--- src/rtl/qcm_master_controller_main.sv ---
// qcm_master_controller_main
//
// Tuning controller for the QCM antenna matching network. It measures the RF
// reference frequency by counting clk cycles over M periods of sig. The count is
// mapped to a series/parallel capacitor-bank code pair with enables. The block
// also drives the board power-enable and watchdog heartbeat pins.
//
// Ports:
//   clk            system clock (nominal 4 MHz)
//   reset          synchronous, active-high reset
//   sig            asynchronous RF reference square wave
//   codeSer[6:0]   series capacitor bank code
//   codePar[6:0]   parallel capacitor bank code
//   enableSer      series bank enable
//   enablePar      parallel bank enable
//   ioPowerEnable  board I/O power enable, rises WD_DELAY cycles after reset
//   clkEnable      watchdog heartbeat, toggles every WD_HALF cycles once powered
module qcm_master_controller_main #(
  parameter int unsigned M         = 50,
  parameter int unsigned NMIN      = 667,
  parameter int unsigned NMAX      = 4000,
  parameter int unsigned IDX_SHIFT = 5,
  parameter int unsigned NTIMEOUT  = 8000,
  parameter int unsigned WD_DELAY  = 16,
  parameter int unsigned WD_HALF   = 1000
) (
  input  logic       clk,
  input  logic       reset,
  input  logic       sig,
  output logic [6:0] codeSer,
  output logic [6:0] codePar,
  output logic       enableSer,
  output logic       enablePar,
  output logic       ioPowerEnable,
  output logic       clkEnable
);

  typedef enum logic [0:0] {StIdle, StCount} state_e;

  state_e      state;
  logic [15:0] n;
  logic [15:0] edge_cnt;
  logic [15:0] wd_cnt;
  logic [15:0] hb_cnt;

  logic        sig_meta;
  logic        sig_sync;
  logic        sig_prev;
  logic        sedge;

  logic [15:0] n_off;
  logic [15:0] n_shift;
  logic [6:0]  idx;
  logic        in_band;
  logic        timeout;
  logic        last_edge;

  // The synchronizer is left out of reset so a sig that is already high when
  // reset releases is not mistaken for a rising edge.
  always_ff @(posedge clk) begin
    sig_meta <= sig;
    sig_sync <= sig_meta;
    sig_prev <= sig_sync;
  end

  assign sedge = sig_sync & ~sig_prev;

  always_comb begin
    n_off     = n - 16'(NMIN);
    n_shift   = n_off >> IDX_SHIFT;
    idx       = (n_shift > 16'd127) ? 7'd127 : n_shift[6:0];
    in_band   = (n >= 16'(NMIN)) && (n <= 16'(NMAX));
    timeout   = (n == 16'(NTIMEOUT));
    last_edge = sedge && (edge_cnt == 16'(M - 1));
  end

  // Window FSM. n holds the cycles elapsed since the window-start edge, so on
  // the M-th edge it equals exactly M sig periods. Timeout wins over an edge.
  always_ff @(posedge clk) begin
    if (reset) begin
      state     <= StIdle;
      n         <= 16'd0;
      edge_cnt  <= 16'd0;
      codeSer   <= 7'd0;
      codePar   <= 7'd0;
      enableSer <= 1'b0;
      enablePar <= 1'b0;
    end else begin
      unique case (state)
        StIdle: begin
          if (sedge) begin
            n        <= 16'd1;
            edge_cnt <= 16'd0;
            state    <= StCount;
          end
        end
        StCount: begin
          if (timeout) begin
            enableSer <= 1'b0;
            enablePar <= 1'b0;
            n         <= 16'd0;
            edge_cnt  <= 16'd0;
            state     <= StIdle;
          end else if (last_edge) begin
            // Next window starts on this same edge, so no edge is lost.
            n        <= 16'd1;
            edge_cnt <= 16'd0;
            if (in_band) begin
              codeSer   <= idx;
              codePar   <= 7'd127 - idx;
              enableSer <= 1'b1;
              enablePar <= 1'b1;
            end else begin
              enableSer <= 1'b0;
              enablePar <= 1'b0;
            end
          end else begin
            if (n != 16'hffff) begin
              n <= n + 16'd1;
            end
            if (sedge) begin
              edge_cnt <= edge_cnt + 16'd1;
            end
          end
        end
        default: state <= StIdle;
      endcase
    end
  end

  // Power enable after a fixed delay, then a free-running heartbeat.
  always_ff @(posedge clk) begin
    if (reset) begin
      wd_cnt        <= 16'd0;
      hb_cnt        <= 16'd0;
      ioPowerEnable <= 1'b0;
      clkEnable     <= 1'b0;
    end else if (!ioPowerEnable) begin
      if (wd_cnt == 16'(WD_DELAY - 1)) begin
        ioPowerEnable <= 1'b1;
      end else begin
        wd_cnt <= wd_cnt + 16'd1;
      end
    end else if (hb_cnt == 16'(WD_HALF - 1)) begin
      hb_cnt    <= 16'd0;
      clkEnable <= ~clkEnable;
    end else begin
      hb_cnt <= hb_cnt + 16'd1;
    end
  end

endmodule

--- config.mk ---
export PLATFORM = sky130hd
export DESIGN_NAME = qcm_master_controller_main
export DESIGN_NICKNAME = d
export VERILOG_FILES = /design/src/rtl/qcm_master_controller_main.sv
export SDC_FILE = /design/constraint.sdc
export NUM_CORES = 1
export LEC_CHECK = 0
export BUFFER_PORTS_ARGS = -buffer_cell sky130_fd_sc_hd__buf_2
export CORE_MARGIN = 2
export CORE_UTILIZATION = 55
export DETAILED_ROUTE_END_ITERATION = 10
export GPL_ROUTABILITY_DRIVEN = 0
export PLACE_DENSITY = 0.74
export SLEW_MARGIN = 20
export SYNTH_ARGS = -nofsm -noshare
export SYNTH_HDL_FRONTEND = slang
export SYNTH_SLANG_ARGS = --single-unit
--- constraint.sdc ---
create_clock -name clk -period 2.2 [get_ports clk]
set_input_delay 0 -clock clk [delete_from_list [all_inputs] [get_ports clk]]
set_output_delay 0 -clock clk [all_outputs]
set_load 0.05 [all_outputs]
; Word level (Yosys, flattened, before mapping)
; Cells that the tools add are included.
[word_totals]
output_inout_bits = 18
word_cells = 66
reg_bits = 85
in_bits = 3
[op_classes]
order_cmp = 3
n_reduce_logical = 9
n_addsub = 6
eq_ne = 8
muxes = 20
bitwise = 7
[op_table]
columns = op, n
row1 = 2-to-1 mux 16 bit, 9
row2 = adder 16 x 1 -> 16 bit (second input constant), 4
row3 = one-hot mux 16 bit (2 select lines), 2
row4 = equality test 16 x 10 -> 1 bit (second input constant), 1
row5 = equality test 16 x 13 -> 1 bit (second input constant), 1
row6 = equality test 16 x 4 -> 1 bit (second input constant), 1
row7 = equality test 16 x 6 -> 1 bit (second input constant), 1
row8 = >= comparator 16 x 10 -> 1 bit (second input constant), 1
row9 = <= comparator 16 x 12 -> 1 bit (second input constant), 1
row10 = inequality test 16 bit (second input constant), 1
row11 = subtractor 16 x 10 -> 16 bit (second input constant), 1
row12 = greater-than comparator 11 x 7 -> 1 bit (second input constant), 1
row13 = AND reduction 2 bit, 5
row14 = inequality test 4 x 1 -> 1 bit (second input constant), 2
row15 = 2-to-1 mux 1 bit, 7
row16 = 2-to-1 mux 7 bit, 1
row17 = subtractor 7 bit (first input constant), 1
row18 = inverter 1 bit, 6
row19 = AND reduction 4 bit, 1
row20 = logical AND 1 bit, 2
row21 = inequality test 2 bit (second input constant), 1
row22 = one-hot mux 1 bit (2 select lines), 1
row23 = nonzero test 2 bit, 1
row24 = AND 1 bit, 1

; Longest topological paths before layout
; Gate-level depths: netlist of the first run.
[depth]
word_depth = 6
ltp_mapped = 10
ltp_nobuf = 8

; Least setup slack after synthesis of the first run
; Ideal clock, no wire load.
[synth_timing]
path_type = register -> register
from = reg edge_cnt[0]
to = reg codeSer[4]
path_stages_with_launch = 9
setup_slack_ns = -0.207
path_buffers = 1
synth_period_minus_slack_ns = 2.407
arrival_time_ns = 2.293
required_time_ns = 2.085
path_cell_list = dfxtp_1 > ha_1 > or4b_1 > nor4_2 > o311ai_1 > or2_1 > buf_6 > or3_4 > o21a_1
[synth_via]
elab_chain_len = 3
[synth_rtl]
columns = item, line
row1 = start: declaration, 42  ; logic [15:0] edge_cnt;
row2 = start signal: assignment, 122  ; edge_cnt <= edge_cnt + 16'd1;
row3 = equality test 16 x 6 -> 1 bit, 74  ; last_edge = sedge && (edge_cnt == 16'(M - 1));
row4 = logical AND 1 bit, 74
row5 = AND reduction 4 bit (no line), n/a
row6 = end signal: assignment, 109  ; codeSer <= idx;
row7 = end: declaration, 30  ; output logic [6:0] codeSer,
; Every way passes these cells.
; A chain may end at the register's enable or synchronous reset.

; Worst setup path in the final report of the first run
[layout_timing]
from = reg edge_cnt[1]
to = reg codePar[5]
[layout_via]
elab_chain_len = 3
[layout_rtl]
columns = item, line
row1 = equality test 16 x 6 -> 1 bit, 74
row2 = logical AND 1 bit, 74
row3 = AND reduction 4 bit (no line), n/a
row4 = end signal: assignment, 110  ; codePar <= 7'd127 - idx;
row5 = end: declaration, 31  ; output logic [6:0] codePar,
; Every way passes these cells.

==> results of run 1 <==
==> layout by cell type (no fill, tap or decap), types with 3 or more instances in the layout <==
cell type,instances
or4_4,3
clkbuf_8,9
or3_1,6
nand3_1,31
or2_2,4
a21oi_1,13
o211ai_1,4
ha_1,4
nor2_1,74
nor4_1,6
and4_1,8
o21a_1,3
dfxtp_1,82
xnor2_1,25
nand2_1,38
buf_4,55
nor2b_1,3
nor3_1,20
and2_1,5
inv_1,9
buf_2,20
xor2_1,32
and3_1,6
o21ai_0,6
nand4_1,22
o31ai_2,3
nor4b_1,4
nor4_4,3
a211oi_1,3
==> critical path, stage by stage (launching register included) <==
cell      delay [ns]
dfxtp_2         0.33
inv_2           0.06
ha_4            0.12
or4b_4          0.47
nor4_4          0.26
o311ai_2        0.15
or2_1           0.26
or3_4           0.43
o31ai_2         0.23
==> worst max-delay path by stage <==
stage	end	slack [ns]
floorplan	codeSer[4]	-0.14
global placement	codeSer[4]	-0.19
detailed placement	codeSer[4]	-0.23
CTS	codePar[4]	-0.17
global route	codeSer[4]	-0.24
finish	codePar[5]	-0.19
==> metrics by stage <==
step | hold WS (ns) | instance area, um^2 | power (mW) | TNS (ns)
2_1_floorplan | 0.0277 | 4190 | 1.68 | -0.463
4_1_cts | 0.139 | 4990 | 2.78 | -1.05
6_report | 0.166 | 5130 | 2.78 | -1.45
3_3_place_gp | 0.106 | 4690 | 1.73 | -0.861
3_5_place_dp | 0.104 | 4690 | 1.74 | -1.31
5_1_grt | 0.176 | 5130 | 2.88 | -2.75
==> flip-flops by register name, summed over array words and instances, names as in the netlist <==
register       flops
n                 16
hb_cnt            16
sig_meta           1
clkEnable          1
codeSer            7
state              1
sig_prev           1
codePar            7
enablePar          1
wd_cnt            16
sig_sync           1
ioPowerEnable      1
edge_cnt          16
==> area by class of cell <==
class	count	area, um^2
Clock buffer	10	128
Fill cell	588	2160
Tap cell	99	124
Inverter	11	41.3
Sequential cell	85	1710
Multi-Input combinational cell	373	2510
Timing Repair Buffer	80	561
Clock inverter	4	50.0
==> kinds of logic (layout without fill, tap and decap cells) <==
| family | count (synthesis) | after routing |
|---|---|---|
| fa+ha+maj | 6 | 6 |
| buf+inv | 35 | 105 |
| compound gates | 47 | 47 |
| xor+xnor | 58 | 58 |
| mux | 3 | 3 |
| simple gates | 259 | 259 |
| flops | 85 | 85 |
==> report_power, final <==
part           internal, mW  switching (mW)
clock network         0.514           0.531
registers              1.55          0.0142
logic                0.0695           0.102
==> layer usage <==
| layer | global-route usage | part of all wire | wire length [um] | vias up |
|---|---|---|---|---|
| met5 | 0 | 0 | 0 | - |
| met4 | 0.0896 | 0.024 | 238 | 0 |
| met3 | 0.0606 | 0.050 | 497 | 23 |
| met2 | 0.404 | 0.49 | 4860 | 98 |
| met1 | 0.303 | 0.44 | 4350 | 1782 |
| li1 | - | - | - | 1870 |
==> timing repair <==
| action | CTS | global route |
|---|---|---|
| hold endpoints to repair | 1 | 0 |
| endpoints found under the setup margin | 11 | 43 |
| pin swaps | 4 | 2 |
| setup buffers | 3 | 3 |
| resized for setup | 18 | 21 |
| gates cloned | 0 | 2 |
| hold buffers | 1 | 0 |
==> run_results.csv, run 1 <==
group,metric,value,unit
global_route,grt_pass1_vias,3661,
logic_synthesis,synth-main-ff-cell,"dfxtp_1",
global_route,antenna_found_initial,0,
logic_synthesis,yosysMostFrequentCell,"dfxtp_1",
floorplan,coreArea,0.00729,mm^2
critical_path,r2r_setup_slack,-0.19,ns
logic_synthesis,muxShareOfSynthArea,0.00750,
pwr,peakVddDrop,0.565,mV
critical_path,crit_fanout,5,
routing,routed_wl,9940,um
routing,drc,0,
clocking,clkLatencyLatePin,0.34,ns
final_layout,post-route-util,0.703,
floorplan,start_util,0.572,
floorplan,rows,31,
logic_synthesis,synth_edf_count,0,
logic_synthesis,synth-simple-area-share,0.326,
place,port_buffers,20,
sta,slew_headroom,0.506,
global_route,grt_max_degree,34,
sta,layout_min_cycle_time,2.39,ns
place,post-place-ws,-0.234,ns
floorplan,dieHeight,91.1,um
worst_hold_path,worstHoldPathType,"in2reg",
final_layout,area_growth,23.0,%
worst_hold_path,min_to,"codePar[0]",
worst_hold_path,hp-start,"reset",
floorplan,dieArea,0.00829,mm^2
sta,tightest_slew,0.736,ns
global_route,grt-ovfl-total,0,
critical_path,r2r_end,"codePar[5]",
critical_path,crit_type,"reg2reg",
logic_synthesis,synth-xor-area-share,0.122,
status,violations,"negative setup slack",
routing,wire_per_inst,15.0,um
run,drv_cap,0,
sta,fin_crit_sh,1.08,
final_layout,diodes,0,
status,status,"finished with violations",
routing,vias,3773,
critical_path,worst_setup_path_end_kind,"flop",
routing,drtPass1Iterations,5,
pwr,leakagePower,1.92,nW
critical_path,rr_worst_depth,8,
critical_path,critPathLaunch,"edge_cnt[1]",
logic_synthesis,syn-num-nets,502,
logic_synthesis,synth_seq_cells,85,
sta,finalWorstSetupSlack,-0.186,ns
logic_synthesis,synth_top_area_share,0.408,
critical_path,cp.required,2.46,ns
logic_synthesis,synth_area,0.00417,mm^2
logic_synthesis,synth_top_area_cell,"dfxtp_1",
critical_path,arrival,2.65,ns
logic_synthesis,synth_top_family_by_area,"simple AND/OR/NAND/NOR gates",
place,dp_hpwl,6710,um
logic_synthesis,synthArstFlopShare,0,
sta,max_freq,419,MHz
place,place_inst,640,
worst_hold_path,worstHoldPathCells,3,
logic_synthesis,synth_adder_area_share,0.0180,
sta,maxSlewViolCount,0,
logic_synthesis,seq_area_frac_synth,0.408,
floorplan,die_x,91.1,um
sta,hold_violations,0,
clocking,cts.path.max_buffers,2,
floorplan,num_io_pins,21,
logic_synthesis,syn_area_per_cell,8.46,um^2
pwr,power_density,543,mW/mm^2
sta,setup_viol,13,
logic_synthesis,synth_cell_types,55,
clocking,h-tree-depth,3,
clocking,clkSinkCount,85,
sta,finalClockSkew,0.00587,ns
logic_synthesis,ys_warn_count,0,
final_layout,nets,569,
logic_synthesis,synth_commonest_cells,"85 x dfxtp_1, 76 x nor2_1, 38 x nand2_1",
logic_synthesis,synthTopCellsByArea,"dfxtp_1 41%, nor2_1 6.8%, xor2_1 6.7%",
clocking,cts-buffers-inserted,9,
critical_path,r2r_start,"edge_cnt[1]",
routing,final_antenna_net_count,0,
logic_synthesis,synth_compound_area_frac,0.0813,
final_layout,drive_above_1_share,0.243,
critical_path,start_kind,"flop",
final_layout,fin_cells,662,
logic_synthesis,netlist_instances,493,
clocking,cts.clk_slew.worst_paths,0.08,ns
global_route,grt.total_usage,0.243,
routing,viasPerCell,5.70,
clocking,root_buffer,"clkbuf_8",
sta,rsz0062_at_grt,"true",
routing,drtIter0Drc,143,
global_route,grt_pass1_wl,16600,um
clocking,cts_tree,"done",
(Power assumes the default switching activity.)
==> inputs of run 2 (changes only) <==
--- a/config.mk
+++ b/config.mk
@@ -11,6 +11,7 @@
 export DETAILED_ROUTE_END_ITERATION = 10
 export GPL_ROUTABILITY_DRIVEN = 0
 export PLACE_DENSITY = 0.74
+export RECOVER_POWER = 25
 export SLEW_MARGIN = 20
 export SYNTH_ARGS = -nofsm -noshare
 export SYNTH_HDL_FRONTEND = slang
==> run_results.csv, run 2 (synthesis results as in run 1) <==
group,metric,value,unit
floorplan,rows,31,
sta,layout_min_cycle_time,2.38,ns
pwr,power_frac_clock,0.376,
routing,wire_per_inst,15.0,um
final_layout,drive_above_1_share,0.208,
critical_path,cp_slowest_cell,"or4b_4",
sta,rsz0062_at_grt,"true",
pwr,peakVddDrop,0.567,mV
sta,hold_violations,0,
routing,vias,3787,
critical_path,cp.required,2.46,ns
final_layout,seq_area,0.00171,mm^2
pwr,p_sw_frac,0.233,
final_layout,diodes,0,
global_route,antenna_found_initial,0,
final_layout,multi_input_area,0.00251,mm^2
critical_path,start_kind,"flop",
floorplan,start_util,0.572,
sta,tightest_slew,0.724,ns
place,dp_hpwl,6710,um
critical_path,cp_cell_sequence,"inv_2 > ha_4 > or4b_4 > nor4_4 > o311ai_2 > or2_1 > or3_4 > o31ai_2",
final_layout,fillers,599,
sta,finalClockSkew,0.00656,ns
floorplan,die_x,91.1,um
place,port_buffers,20,
sta,maxSlewViolCount,0,
sta,whs,0.159,ns
routing,routed_wl,9960,um
critical_path,crit_fanout,5,
global_route,grt_pass1_vias,3661,
place,place_inst,640,
clocking,cts.clk_slew.worst_paths,0.08,ns
final_layout,area_growth,22.2,%
sta,finalWorstSetupSlack,-0.183,ns
final_layout,fin_cells,662,
routing,drtPass1Iterations,5,
pwr,p_int,2.13,mW
critical_path,worst_setup_path_end_kind,"flop",
final_layout,mostFrequentLayoutCells,"82 x dfxtp_1, 74 x nor2_1, 53 x buf_4",
clocking,h-tree-depth,3,
pwr,power_frac_comb,0.061,
critical_path,crit_type,"reg2reg",
global_route,grt-ovfl-total,0,
sta,setup_viol,13,
routing,viasPerCell,5.72,
global_route,grt.total_usage,0.243,
status,violations,"negative setup slack",
pwr,power,2.78,mW
floorplan,dieHeight,91.1,um
worst_hold_path,worstHoldPathType,"in2reg",
floorplan,coreArea,0.00729,mm^2
pwr,power_density,546,mW/mm^2
sta,fin_setup_tns,-1.40,ns
pwr,power.switching,649,uW
sta,max_freq,420,MHz
critical_path,cpPeakStageDelay,0.47,ns
status,status,"finished with violations",
sta,slew_headroom,0.514,
clocking,root_buffer,"clkbuf_8",
clocking,cts_tree,"done",
sta,fin_crit_sh,1.08,
pwr,leakagePower,1.84,nW
pwr,p_seq_frac,0.563,
global_route,grt_max_degree,34,
global_route,grt_pass1_wl,16600,um
run,drv_cap,0,
clocking,cts.path.max_buffers,2,
critical_path,arrival,2.64,ns
clocking,clkLatencyLatePin,0.35,ns
clocking,cts-buffers-inserted,9,
routing,drtIter0Drc,144,
routing,drc,0,
floorplan,dieArea,0.00829,mm^2
final_layout,mostFrequentLayoutCell,"dfxtp_1",
routing,final_antenna_net_count,0,
final_layout,nets,569,
place,post-place-ws,-0.234,ns
floorplan,num_io_pins,21,
clocking,clkSinkCount,85,
-- run 2: cell count changes in the layout (fill, tap and decap cells not counted) --
| cell | previous run | this run |
|---|---|---|
| buf_2 | 20 | 2 |
| buf_4 | 55 | 53 |
| clkbuf_1 | 1 | 21 |
-- run 2: cell type report --
class / count / share of cell area
Clock buffer: 10 / 0.0250
Inverter: 11 / 0.00810
Sequential cell: 85 / 0.336
Clock inverter: 4 / 0.00982
Timing Repair Buffer: 80 / 0.104
Multi-Input combinational cell: 373 / 0.493
Tap cell: 99 / 0.0243
-- run 2: final timing paths --
check	from	to	slack [ns]	depth (start not counted)
max	edge_cnt[1]	codePar[5]	-0.18	8
max reg2reg	edge_cnt[1]	codePar[5]	-0.18	8
min	reset	codePar[0]	0.16	3
min reg2reg	sig_meta	sig_sync	0.33	0
-- run 2: per-layer routing --
layer  part of all wire  track usage  vias to the layer above  wire length (um)
met1               0.44        0.303                     1802              4420
met3              0.049       0.0606                       25               486
met5                  0            0                        -                 0
li1                   -            -                     1868                 -
met4              0.024       0.0896                        0               236
met2               0.48        0.404                       92              4820
-- run 2: timing repair --
action | in CTS | in global routing
pin swaps | 4 | 2
hold buffers | 1 | 0
setup buffers | 3 | 3
setup endpoints to repair | 11 | 43
gates resized for setup | 18 | 21
gates cloned | 0 | 2
endpoints found under the hold margin | 1 | 0
-- run 2: critical path, delay by kind of cell, from the launching register on --
kind	cells	cell delay, ns
simple gates	4	1.42
compound gates	2	0.38
flops	1	0.33
fa+ha+maj	1	0.12
buf+inv	1	0.06
-- run 2: through the flow --
stage | instance area, um^2 | util
2_1_floorplan | 4190 | -
3_3_place_gp | 4690 | 0.643
3_5_place_dp | 4690 | 0.643
4_1_cts | 4990 | 0.684
5_1_grt | 5100 | 0.699
6_report | 5100 | 0.699
-- run 2: power groups by stage --
stage	registers, mW	clock network [mW]	logic, mW
final	1.57	1.05	0.170
after global routing	1.57	1.12	0.188
after CTS	1.57	1.06	0.147
after detailed placement	1.60	0	0.138
after global placement	1.60	0	0.136
after floorplan	1.60	0	0.0829
==> inputs of run 3 (changes only) <==
--- a/config.mk
+++ b/config.mk
@@ -5,9 +5,10 @@
 export SDC_FILE = /design/constraint.sdc
 export NUM_CORES = 1
 export LEC_CHECK = 0
+export ABC_AREA = 1
 export BUFFER_PORTS_ARGS = -buffer_cell sky130_fd_sc_hd__buf_2
 export CORE_MARGIN = 2
-export CORE_UTILIZATION = 55
+export CORE_UTILIZATION = 56
 export DETAILED_ROUTE_END_ITERATION = 10
 export GPL_ROUTABILITY_DRIVEN = 0
 export PLACE_DENSITY = 0.74
==> run_results.csv, run 3 <==
group,metric,value,unit
status,status,"complete, no violations",
pwr,peakVddDrop,0.384,mV
critical_path,r2r_end,"codeSer[6]",
sta,finalWorstSetupSlack,0.170,ns
routing,vias,4958,
sta,maxSlewViolCount,0,
critical_path,cp_cell_sequence,"inv_1 > ha_1 > nand3_1 > nor3_1 > nand2_1 > nor2_1 > nand2_1 > nor2_4 > nand3_1 > nor2b_1",
logic_synthesis,synth-main-ff-cell,"dfxtp_1",
critical_path,r2r_start,"edge_cnt[1]",
critical_path,path_buf_inv,1,
final_layout,drive_above_1_share,0.0980,
logic_synthesis,syn-num-nets,758,
sta,max_freq,493,MHz
clocking,cts.path.max_buffers,2,
floorplan,rows,34,
floorplan,die_x,97.3,um
logic_synthesis,synth_area,0.00487,mm^2
routing,drtPass1Iterations,5,
pwr,power_density,574,mW/mm^2
critical_path,timing.critical_path.to,"codeSer[6]",
routing,drc,0,
sta,finalClockSkew,0.0123,ns
clocking,cts-buffers-inserted,9,
sta,whs,0.0977,ns
final_layout,nets,790,
logic_synthesis,synth_edf_count,0,
logic_synthesis,synth_cell_types,42,
critical_path,r2r_setup_slack,0.17,ns
clocking,cts.clk_slew.worst_paths,0.09,ns
routing,viasPerCell,5.55,
logic_synthesis,yosysMostFrequentCell,"nand2_1",
place,post-place-ws,0.143,ns
floorplan,dieHeight,97.3,um
logic_synthesis,synth_top_area_share,0.349,
global_route,grt.total_usage,0.258,
final_layout,seq_area,0.00170,mm^2
run,drv_cap,0,
logic_synthesis,synth_seq_cells,85,
critical_path,cpPeakStageDelay,0.34,ns
global_route,grt_pass1_wl,20600,um
logic_synthesis,syn_area_per_cell,6.50,um^2
logic_synthesis,netlist_instances,749,
floorplan,dieArea,0.00946,mm^2
critical_path,critPathLaunch,"edge_cnt[1]",
place,place_inst,870,
final_layout,multi_input_area,0.00269,mm^2
floorplan,coreArea,0.00859,mm^2
sta,layout_min_cycle_time,2.03,ns
global_route,antenna_found_initial,0,
clocking,root_buffer,"clkbuf_8",
logic_synthesis,synth_top_area_cell,"dfxtp_1",
sta,fin_crit_sh,0.923,
sta,fin_setup_tns,0,ns
place,port_buffers,20,
place,dp_hpwl,8720,um
routing,routed_wl,12100,um
final_layout,fillers,825,
critical_path,start_kind,"flop",
critical_path,rr_worst_depth,10,
critical_path,crit_fanout,13,
logic_synthesis,synthTopCellsByArea,"dfxtp_1 35%, nand2_1 14%, nand3_1 6.8%",
critical_path,cp.required,2.45,ns
logic_synthesis,seq_area_frac_synth,0.349,
floorplan,start_util,0.567,
final_layout,fin_cells,894,
sta,tightest_slew,0.608,ns
sta,setup_viol,0,
global_route,grt_pass1_vias,4574,
routing,wire_per_inst,13.5,um
critical_path,crit_type,"reg2reg",
critical_path,worst_setup_path_end_kind,"flop",
sta,hold_violations,0,
clocking,clkLatencyLatePin,0.36,ns
clocking,h-tree-depth,3,
routing,final_antenna_net_count,0,
logic_synthesis,synth_commonest_cells,"178 x nand2_1, 87 x nor2_1, 85 x dfxtp_1",
critical_path,path_delay_family,"simple AND/OR/NAND/NOR gates",
pwr,power,3.08,mW
routing,drtIter0Drc,231,
sta,slew_headroom,0.597,
final_layout,diodes,0,
final_layout,area_growth,10.3,%
final_layout,mostFrequentLayoutCells,"177 x nand2_1, 87 x nor2_1, 83 x dfxtp_1",
clocking,cts_tree,"done",
clocking,clkSinkCount,85,
global_route,grt_max_degree,30,
critical_path,arrival,2.28,ns
final_layout,mostFrequentLayoutCell,"nand2_1",
worst_hold_path,worstHoldPathType,"in2reg",
pwr,leakagePower,2.14,nW
worst_hold_path,hp-start,"reset",
global_route,grt-ovfl-total,0,
logic_synthesis,ys_warn_count,0,
floorplan,num_io_pins,21,
critical_path,cp_slowest_cell,"dfxtp_1",
critical_path,cp_num_cells,10,
logic_synthesis,synthArstFlopShare,0,
## run 3: changes by cell type after synthesis, sizes merged, moves of 24 or more
cell,before,now
a21oi,15,57
inv,10,93
nand3,31,68
nand2,38,189
o21ai,6,35
xnor2,26,2
## run 3: report_power, final
part | switching, mW | total [mW] | internal (mW)
Clock | 0.602 | 1.36 | 0.760
Combinational | 0.109 | 0.154 | 0.0445
Sequential | 0.0149 | 1.57 | 1.55
Total | 0.726 | 3.08 | 2.36
## run 3: metrics by stage
stage / cell area [um^2] / util
floorplan: 4870 / -
global placement: 5080 / 0.591
detailed placement: 5080 / 0.591
CTS: 5340 / 0.621
global route: 5370 / 0.625
finish: 5370 / 0.625
## run 3: cell families (layout without fill, tap and decap cells)
logic type | after synthesis | count (layout) | share of synthesized area
and+or+nand+nor | 422 | 423 | 0.392
DFF | 85 | 85 | 0.349
adders and majority gates | 6 | 6 | 0.0154
buffers and inverters | 116 | 152 | 0.100
AOI/OAI and AO/OA | 103 | 103 | 0.112
xor gates and xnor gates | 17 | 17 | 0.0306
## run 3: cell type report
class                           count  share of cell area
Timing Repair Buffer               41              0.0442
Multi-Input combinational cell    549               0.500
Clock buffer                        9              0.0231
Sequential cell                    85               0.317
Inverter                           95              0.0675
Clock inverter                      7              0.0228
Tap cell                          108              0.0252
## run 3: worst min-delay path by stage
stage	end	slack (ns)	cells past startpoint
5_1_grt	edge_cnt[13]	0.13	4
6_report	edge_cnt[13]	0.1	4
4_1_cts	edge_cnt[13]	0.08	4
3_3_place_gp	sig_meta	0.10	1
3_5_place_dp	sig_meta	0.11	1
2_1_floorplan	sig_meta	0.03	0
## run 3: layer usage
layer | GRT usage | vias to the layer above | share of wire
li1 | - | 2508 | -
met1 | 0.331 | 2258 | 0.46
met2 | 0.425 | 152 | 0.45
met3 | 0.0475 | 40 | 0.047
met4 | 0.118 | 0 | 0.037
met5 | 0 | - | 0
## run 3: worst register-to-register path, stage by stage (launching register included)
cell and delay, ns:
dfxtp_1 0.34, inv_1 0.08, ha_1 0.20, nand3_1 0.09, nor3_1 0.18, nand2_1 0.11
nor2_1 0.21, nand2_1 0.13, nor2_4 0.28, nand3_1 0.16, nor2b_1 0.15
## run 3: what timing repair did
item                                   4_1_cts  5_1_grt
endpoints found under the hold margin        1        0
resized for setup                            0        5
hold buffers                                 1        0
buffers inserted                             0        6
setup endpoints to repair                    0       14
